--- src/rtl/hb_decimate_pkg.sv ---
// Shared widths, coefficient set and FSM encoding for the 2:1 half-band decimator.
package hb_decimate_pkg;

    localparam int DATA_WIDTH_DEF = 16;
    localparam int COEF_WIDTH_DEF = 18;
    localparam int NCOEF_DEF      = 4;

    typedef logic signed [COEF_WIDTH_DEF-1:0] coef_t;

    // Pair coefficients, outermost first, Q1.17; twice their sum is 0.5, giving unity DC gain with the centre tap.
    localparam coef_t HB_COEF [NCOEF_DEF] = '{
        -18'sd768, 18'sd2816, -18'sd7680, 18'sd38400
    };

    typedef enum logic [1:0] {
        ST_IDLE = 2'd0,
        ST_MAC  = 2'd1,
        ST_OUT  = 2'd2
    } hb_state_e;

    function automatic int acc_width(input int dw, input int cw, input int nc);
        return dw + cw + 1 + $clog2(nc + 1);
    endfunction

endpackage

--- src/rtl/hb_mac.sv ---
// Pre-add / multiply / accumulate slice; one coefficient pair per enabled cycle.
module hb_mac
    import hb_decimate_pkg::*;
#(
    parameter int DATA_WIDTH = DATA_WIDTH_DEF,
    parameter int COEF_WIDTH = COEF_WIDTH_DEF,
    parameter int ACC_WIDTH  = acc_width(DATA_WIDTH_DEF, COEF_WIDTH_DEF, NCOEF_DEF)
) (
    input  logic                         clk,
    input  logic                         reset,
    input  logic                         clr,
    input  logic                         en,
    input  logic signed [DATA_WIDTH-1:0] tap_a,
    input  logic signed [DATA_WIDTH-1:0] tap_b,
    input  logic signed [COEF_WIDTH-1:0] coef,
    output logic signed [ACC_WIDTH-1:0]  acc_sum
);

    localparam int PRE_WIDTH  = DATA_WIDTH + 1;
    localparam int PROD_WIDTH = PRE_WIDTH + COEF_WIDTH;

    logic signed [PRE_WIDTH-1:0]  preadd_r;
    logic signed [COEF_WIDTH-1:0] coef_r;
    logic                         valid_r;
    logic signed [ACC_WIDTH-1:0]  acc_r;
    logic signed [PRE_WIDTH-1:0]  preadd_s;
    logic signed [PROD_WIDTH-1:0] pre_ext_s;
    logic signed [PROD_WIDTH-1:0] coef_ext_s;
    logic signed [PROD_WIDTH-1:0] prod_s;

    // Pre-add, full-width product and the accumulator's next value (product folded in when valid).
    always_comb begin
        preadd_s   = {tap_a[DATA_WIDTH-1], tap_a} + {tap_b[DATA_WIDTH-1], tap_b};
        pre_ext_s  = {{(PROD_WIDTH-PRE_WIDTH){preadd_r[PRE_WIDTH-1]}}, preadd_r};
        coef_ext_s = {{(PROD_WIDTH-COEF_WIDTH){coef_r[COEF_WIDTH-1]}}, coef_r};
        prod_s     = pre_ext_s * coef_ext_s;
        if (valid_r) begin
            acc_sum = acc_r + {{(ACC_WIDTH-PROD_WIDTH){prod_s[PROD_WIDTH-1]}}, prod_s};
        end else begin
            acc_sum = acc_r;
        end
    end

    // Operand pipeline and accumulator; clr empties both.
    always_ff @(posedge clk) begin
        if (!reset) begin
            preadd_r <= {PRE_WIDTH{1'b0}};
            coef_r   <= {COEF_WIDTH{1'b0}};
            valid_r  <= 1'b0;
            acc_r    <= {ACC_WIDTH{1'b0}};
        end else if (clr) begin
            preadd_r <= {PRE_WIDTH{1'b0}};
            coef_r   <= {COEF_WIDTH{1'b0}};
            valid_r  <= 1'b0;
            acc_r    <= {ACC_WIDTH{1'b0}};
        end else begin
            valid_r <= en;
            acc_r   <= acc_sum;
            if (en) begin
                preadd_r <= preadd_s;
                coef_r   <= coef;
            end
        end
    end

endmodule

--- src/rtl/hb_decimate.sv ---
// 2:1 half-band decimator: tap line, pair phase, MAC sequencing, round/saturate and output strobes.
module hb_decimate
    import hb_decimate_pkg::*;
#(
    parameter int DATA_WIDTH = DATA_WIDTH_DEF,
    parameter int COEF_WIDTH = COEF_WIDTH_DEF,
    parameter int NCOEF      = NCOEF_DEF
) (
    input  logic                         clk,
    input  logic                         reset,
    input  logic                         rate_stb,
    input  logic                         bypass,
    input  logic                         strobe_in,
    input  logic                         last_in,
    input  logic signed [DATA_WIDTH-1:0] signal_in,
    output logic                         strobe_out,
    output logic                         last_out,
    output logic signed [DATA_WIDTH-1:0] signal_out,
    output logic                         overrun
);

    localparam int NTAPS     = 4 * NCOEF - 1;
    localparam int CENTER    = 2 * NCOEF - 1;
    localparam int ACC_WIDTH = acc_width(DATA_WIDTH, COEF_WIDTH, NCOEF);
    localparam int K_WIDTH   = (NCOEF > 1) ? $clog2(NCOEF) : 1;
    localparam int IDX_WIDTH = $clog2(NTAPS);

    localparam logic [K_WIDTH-1:0]        K_ZERO = {K_WIDTH{1'b0}};
    localparam logic [K_WIDTH-1:0]        K_ONE  = K_WIDTH'(1);
    localparam logic [K_WIDTH-1:0]        K_LAST = K_WIDTH'(NCOEF - 1);
    localparam logic [IDX_WIDTH-1:0]      IDX_TOP = IDX_WIDTH'(NTAPS - 1);
    localparam logic signed [ACC_WIDTH-1:0] RND =
        {{(ACC_WIDTH-COEF_WIDTH+1){1'b0}}, 1'b1, {(COEF_WIDTH-2){1'b0}}};

    logic signed [DATA_WIDTH-1:0] taps_r [NTAPS];
    hb_state_e                    state_r;
    hb_state_e                    state_s;
    logic [K_WIDTH-1:0]           k_r;
    logic [K_WIDTH-1:0]           k_s;
    logic                         phase_r;
    logic                         last_pend_r;
    logic                         overrun_r;
    logic                         strobe_out_r;
    logic                         last_out_r;
    logic signed [DATA_WIDTH-1:0] signal_out_r;

    logic                         busy_s;
    logic                         accept_s;
    logic                         trigger_s;
    logic                         drop_s;
    logic                         mac_clr_s;
    logic                         mac_en_s;
    logic [IDX_WIDTH-1:0]         idx_a_s;
    logic [IDX_WIDTH-1:0]         idx_b_s;
    logic signed [DATA_WIDTH-1:0] tap_a_s;
    logic signed [DATA_WIDTH-1:0] tap_b_s;
    logic signed [COEF_WIDTH-1:0] coef_s;
    logic signed [ACC_WIDTH-1:0]  acc_sum_s;
    logic signed [ACC_WIDTH-1:0]  center_s;
    logic signed [ACC_WIDTH-1:0]  final_s;
    logic signed [ACC_WIDTH-1:0]  shifted_s;
    logic signed [DATA_WIDTH-1:0] sat_s;

    function automatic logic signed [DATA_WIDTH-1:0] sat_data(input logic signed [ACC_WIDTH-1:0] v);
        logic fits;
        fits = (&v[ACC_WIDTH-1:DATA_WIDTH-1]) | ~(|v[ACC_WIDTH-1:DATA_WIDTH-1]);
        if (fits) begin
            return v[DATA_WIDTH-1:0];
        end else if (v[ACC_WIDTH-1]) begin
            return {1'b1, {(DATA_WIDTH-1){1'b0}}};
        end else begin
            return {1'b0, {(DATA_WIDTH-1){1'b1}}};
        end
    endfunction

    // Input qualification: rate_stb wins over strobe_in, bypass freezes the tap line.
    always_comb begin
        busy_s    = (state_r != ST_IDLE);
        accept_s  = strobe_in & ~busy_s & ~bypass & ~rate_stb;
        trigger_s = accept_s & (phase_r | last_in);
        drop_s    = strobe_in & busy_s & ~bypass & ~rate_stb;
        mac_clr_s = (state_r == ST_IDLE) | rate_stb;
    end

    // Next-state logic: one MAC cycle per coefficient pair, then a single output cycle.
    always_comb begin
        state_s  = state_r;
        k_s      = k_r;
        mac_en_s = 1'b0;
        if (rate_stb) begin
            state_s = ST_IDLE;
            k_s     = K_ZERO;
        end else begin
            case (state_r)
                ST_IDLE: begin
                    k_s = K_ZERO;
                    if (trigger_s) begin
                        state_s = ST_MAC;
                    end else begin
                        state_s = ST_IDLE;
                    end
                end
                ST_MAC: begin
                    mac_en_s = 1'b1;
                    if (k_r == K_LAST) begin
                        state_s = ST_OUT;
                        k_s     = K_ZERO;
                    end else begin
                        k_s = k_r + K_ONE;
                    end
                end
                ST_OUT: begin
                    state_s = ST_IDLE;
                end
                default: begin
                    state_s = ST_IDLE;
                    k_s     = K_ZERO;
                end
            endcase
        end
    end

    // Symmetric tap pair for step k, centre term, rounding and saturation.
    always_comb begin
        idx_a_s   = IDX_WIDTH'({k_r, 1'b0});
        idx_b_s   = IDX_TOP - idx_a_s;
        tap_a_s   = taps_r[idx_a_s];
        tap_b_s   = taps_r[idx_b_s];
        coef_s    = HB_COEF[k_r];
        center_s  = {{(ACC_WIDTH-DATA_WIDTH){taps_r[CENTER][DATA_WIDTH-1]}}, taps_r[CENTER]} <<< (COEF_WIDTH-2);
        final_s   = acc_sum_s + center_s + RND;
        shifted_s = final_s >>> (COEF_WIDTH-1);
        sat_s     = sat_data(shifted_s);
    end

    hb_mac #(
        .DATA_WIDTH (DATA_WIDTH),
        .COEF_WIDTH (COEF_WIDTH),
        .ACC_WIDTH  (ACC_WIDTH)
    ) u_mac (
        .clk     (clk),
        .reset   (reset),
        .clr     (mac_clr_s),
        .en      (mac_en_s),
        .tap_a   (tap_a_s),
        .tap_b   (tap_b_s),
        .coef    (coef_s),
        .acc_sum (acc_sum_s)
    );

    // Tap line: newest sample at index 0, shifted only on accepted strobes.
    always_ff @(posedge clk) begin
        if (!reset) begin
            for (int i = 0; i < NTAPS; i++) begin
                taps_r[i] <= {DATA_WIDTH{1'b0}};
            end
        end else if (accept_s) begin
            taps_r[0] <= signal_in;
            for (int i = 1; i < NTAPS; i++) begin
                taps_r[i] <= taps_r[i-1];
            end
        end
    end

    // FSM, pair phase, pending last flag and sticky overrun.
    always_ff @(posedge clk) begin
        if (!reset) begin
            state_r     <= ST_IDLE;
            k_r         <= K_ZERO;
            phase_r     <= 1'b0;
            last_pend_r <= 1'b0;
            overrun_r   <= 1'b0;
        end else begin
            state_r <= state_s;
            k_r     <= k_s;
            if (rate_stb) begin
                phase_r     <= 1'b0;
                last_pend_r <= 1'b0;
                overrun_r   <= 1'b0;
            end else begin
                if (accept_s) begin
                    phase_r <= ~phase_r & ~last_in;
                end
                if (trigger_s) begin
                    last_pend_r <= last_in;
                end
                if (drop_s) begin
                    overrun_r <= 1'b1;
                end
            end
        end
    end

    // Output register: pass-through in bypass, otherwise one strobe per completed MAC.
    always_ff @(posedge clk) begin
        if (!reset) begin
            strobe_out_r <= 1'b0;
            last_out_r   <= 1'b0;
            signal_out_r <= {DATA_WIDTH{1'b0}};
        end else if (bypass) begin
            strobe_out_r <= strobe_in;
            last_out_r   <= last_in;
            signal_out_r <= signal_in;
        end else if ((state_r == ST_OUT) && !rate_stb) begin
            strobe_out_r <= 1'b1;
            last_out_r   <= last_pend_r;
            signal_out_r <= sat_s;
        end else begin
            strobe_out_r <= 1'b0;
            last_out_r   <= 1'b0;
        end
    end

    assign strobe_out = strobe_out_r;
    assign last_out   = last_out_r;
    assign signal_out = signal_out_r;
    assign overrun    = overrun_r;

endmodule

--- config.mk ---
export PLATFORM = sky130hd
export DESIGN_NAME = hb_decimate
export DESIGN_NICKNAME = d
export VERILOG_FILES = /design/src/rtl/hb_decimate_pkg.sv /design/src/rtl/hb_mac.sv /design/src/rtl/hb_decimate.sv
export SDC_FILE = /design/constraint.sdc
export NUM_CORES = 1
export LEC_CHECK = 0
export CORE_MARGIN = 2
export CORE_UTILIZATION = 50
export DETAILED_ROUTE_END_ITERATION = 8
export GPL_TIMING_DRIVEN = 0
export PLACE_DENSITY = 0.69
export SLEW_MARGIN = 30
export SYNTH_ARGS = -nofsm -noshare
export SYNTH_HDL_FRONTEND = slang
export SYNTH_SLANG_ARGS = --single-unit
--- constraint.sdc ---
create_clock -name clk -period 9.8 [get_ports clk]
set_input_delay 2.45 -clock clk [delete_from_list [all_inputs] [get_ports clk]]
set_output_delay 2.45 -clock clk [all_outputs]
set_load 0.01 [all_outputs]
==> key figures <==
Worst setup path
  • Crit. End Element: flop
  • CP Launch Type: flop
  • Crit path top cell by count: a21o_1
  • Reg-to-reg endpoint: signal_out[2]$_SDFFE_PN0P_
  • Crit Path Category: flop to flop
  • CP max-delay cell: fa_2
  • Reg2reg start: u_mac.coef_r[16]$_SDFFE_PP0P_
  • Delay-heaviest family, CP: adder cells
  • Critical path's largest stage delay: 0.60 ns
  • Register-to-Register Path Depth: 41
  • CP arrival: 9.94 ns
  • Buf/Inv on CP: 11
  • R2r setup slk: 0.23 ns
  • Crit path max fanout: 8
  • Required time worst endpoint: 10.17 ns

CTS
  • Num CTS Buffers: 35
  • Clk Latency, worst-skew pair: 0.53 ns
  • CTS Root Cell: clkbuf_16
  • TritonCTS clock tree: done
  • Maximum level of the CTS H-tree: 2
  • CTS max path bufs: 3
  • Reg clk slew, reported paths: 0.07 ns
  • Clock tree sinks: 320
  • Cts hold-fix bufs: 0

Placed design
  • Hpwl dp: 41800 um
  • Placed insts: 2672
  • Placer Congestion: 0.857
  • Dpl ws: -1.76 ns
  • # port buffers: 40

Detailed routing
  • Top layer in use: met4
  • Met3 Wirelength: 3740 um
  • Residual DRC: 0
  • Initial DRC count: 1108
  • Met2 wire length: 25600 um
  • DR vias/cell: 5.57
  • Final ANT Viol Nets: 0
  • Post-detailed-route wirelength per cell: 19.9 um
  • M1 wire length: 24000 um
  • First-pass DRT Iterations: 6
  • Vias: 15530
  • Final wirelength: 55400 um

Power
  • Comb power frac: 7.4%
  • Clk pwr share: 41.7%
  • PD cells: 115 nW/um2
  • Max VDD drop: 0.146 mV
  • Internal power: 0.00235 W
  • Sw Share: 23.2%
  • Psw: 0.000708 W
  • P_leak: 12.2 nW
  • Reg power frac: 51.0%

Yosys
  • Main combinational cell family by area after synthesis: adder cells
  • Syn_nets: 2399
  • Asr flop ratio synth: 0%
  • Syn avg cell area: 11.2 um2
  • Netlist Area Pre-Place: 22800 um2
  • Post-synthesis xor/xnor area fraction: 3.50%
  • Yosys Warn Count: 0
  • Cell count after synthesis: 2027
  • Synth Area in Adders: 25.4%
  • Synth Area in Compound Gates: 8.52%
  • Yosys cell types: 71
  • Most used DFF post-synth: edfxtp_1
  • Post-synthesis mux area share: 4.45%
  • EDFF count, synth: 240
  • Post-Synth Simple-Gate Area: 13.3%
  • Sequential-to-total area share from yosys stat: 38.7%
  • Seq cells post-synth: 320

GRT
  • Antenna violations before repair: 1
  • First-pass GRT wire length: 85000 um
  • Largest net degree at the start of global routing: 54
  • Vias in the first global route: 15384
  • Grt total ovfl: 0
  • GRT Util Overall: 23.3%

Outcome
  • Status: complete, no violations

Layout
  • Final Instance Count excl. Fillers: 2786
  • Multi-input gate area: 13500 um2
  • Flip-flop and latch area: 8850 um2
  • Nets@finish: 2536
  • Fraction of layout cells with a size suffix above 1: 16.3%
  • Filler Cells Inserted: 3614
  • Area delta synth->final: 17.1%

Worst hold path
  • Hold crit path type: flop to flop
  • Hold Path Stages: 2

Timing
  • Layout Skew: 0.0196 ns
  • PnR worst setup slack: 0.229 ns
  • Slew @ Worst Pin: 0.881 ns
  • Peak Freq: 104 MHz
  • Crit share post-route: 97.7%
  • Endpoints failing setup: 0
  • Final hold vios: 0
  • Final Slew Violations: 0
  • Relative slew slack: 41.3%
  • Crit path time final: 9.57 ns

Die
  • Die area: 47300 um2
  • Initial Utilization: 50.4%
  • Core area: 45200 um2
  • Site Rows: 78
  • Die width: 217 um
  • I/O Pins: 41
  • Die span in y: 217 um

Run
  • Maxcap violations: 0
## worst min-delay path, cell delays in order (launching register included)
cell,delay [ns]
dfxtp_1,0.33
mux2i_1,0.07
nor2_1,0.07
## cell usage after synthesis (35+ instances only)
library cell    n  area (um2)
a21o_1         35         263
a21oi_1        97         485
and2_1        144         901
and3_1        164        1030
clkbuf_1       80         300
dfxtp_1        80        1600
edfxtp_1      240        7210
fa_1          187        3740
ha_1          163        2040
inv_1         280        1050
nand2_1       103         387
nor2_1         71         267
o21ai_0        36         180
xnor2_1        56         490
## what timing repair did
action | 4_1_cts | 5_1_grt
cloned | 0 | 3
endpoints found under the setup margin | 16 | 16
setup buffers | 23 | 33
pin swaps | 25 | 105
gates resized for setup | 92 | 132
## power groups by stage
stage	combinational, W	sequential (W)	clock, W
after detailed placement	0.000209	0.00159	0
after CTS	0.000216	0.00156	0.00129
after global placement	0.000195	0.00161	0
final	0.000226	0.00156	0.00127
after floorplan	0.000130	0.00159	0
after global routing	0.000243	0.00156	0.00134
## layer usage
metal  vias to the layer above  GRT usage, %
met4                         0          8.36
met3                        96          3.58
met1                      7756          33.3
met5                         -             0
met2                       473          36.3
li1                       7205             -
## cells in the final DEF (no fill, tap or decap), types with 11 or more instances in the layout
cell type	instances
a211oi_1	11
a211oi_2	15
a21o_1	35
a21oi_1	68
a21oi_2	27
a22oi_1	17
and2_1	137
and3_1	163
buf_4	54
clkbuf_1	75
clkbuf_16	40
clkdlybuf4s50_1	40
dfxtp_1	66
edfxtp_1	240
fa_1	183
ha_1	125
ha_4	30
inv_1	273
mux2_2	13
mux4_2	32
nand2_1	98
nand2b_1	18
nor2_1	66
o21ai_0	26
o21bai_1	16
xnor2_1	51
xor2_1	27
## sequential cells by signal (all words and copies together) (netlist names), 2 cells and up, named ones only
register / cells
k_r: 2
state_r: 2
taps_r: 240
u_mac.preadd_r: 17
signal_out: 16
u_mac.coef_r: 5
u_mac.acc_r: 22
## how the worst max path moves through the flow
| stage | end | cells after the start | startpoint | slack (ns) |
|---|---|---|---|---|
| 2_1_floorplan | signal_out[10]$_SDFFE_PN0P_ | 38 | u_mac.coef_r[16]$_SDFFE_PP0P_ | 0.03 |
| 3_3_place_gp | taps_r[14][6]$_SDFFCE_PN0P_ | 5 | bypass | -2.67 |
| 3_5_place_dp | signal_out[11]$_SDFFE_PN0P_ | 42 | u_mac.coef_r[16]$_SDFFE_PP0P_ | -1.76 |
| 6_report | signal_out[2]$_SDFFE_PN0P_ | 41 | u_mac.coef_r[16]$_SDFFE_PP0P_ | 0.23 |
| 5_1_grt | signal_out[4]$_SDFFE_PN0P_ | 42 | u_mac.coef_r[16]$_SDFFE_PP0P_ | -0.13 |
| 4_1_cts | signal_out[2]$_SDFFE_PN0P_ | 44 | u_mac.coef_r[16]$_SDFFE_PP0P_ | 0.000008 |
## logic make-up after synthesis
group                    count (synthesis)
XOR/XNOR                                88
AO/OA/AOI/OAI                          287
AND/OR/NAND/NOR                        556
flip-flops                             320
multiplexers                            59
buffers and inverters                  367
adder cells (fa/ha/maj)                350
## cell type report
class,count,area share (%)
Inverter,281,3.99
Clock buffer,42,3.50
Buffer,82,1.58
Antenna cell,1,0.00938
Sequential cell,320,33.2
Timing Repair Buffer,104,3.64
Tap cell,600,2.81
Clock inverter,16,0.568
Multi-Input combinational cell,1340,50.7
## stage by stage
stage / hold slack, ns / total power, W / TNS, ns / cell area [um2] / utilization [%]
final: 0.506 / 0.00306 / 0 / 26700 / 59.0
after CTS: 0.506 / 0.00306 / 0 / 25700 / 56.9
after global placement: 0.480 / 0.00180 / -664.26 / 23900 / 53.0
after floorplan: 0.465 / 0.00172 / 0 / 22800 / -
after global routing: 0.531 / 0.00315 / -1.16 / 26700 / 59.0
after detailed placement: 0.485 / 0.00179 / -27.03 / 24000 / 53.2
No activity file was read; power rests on OpenSTA's default activity.
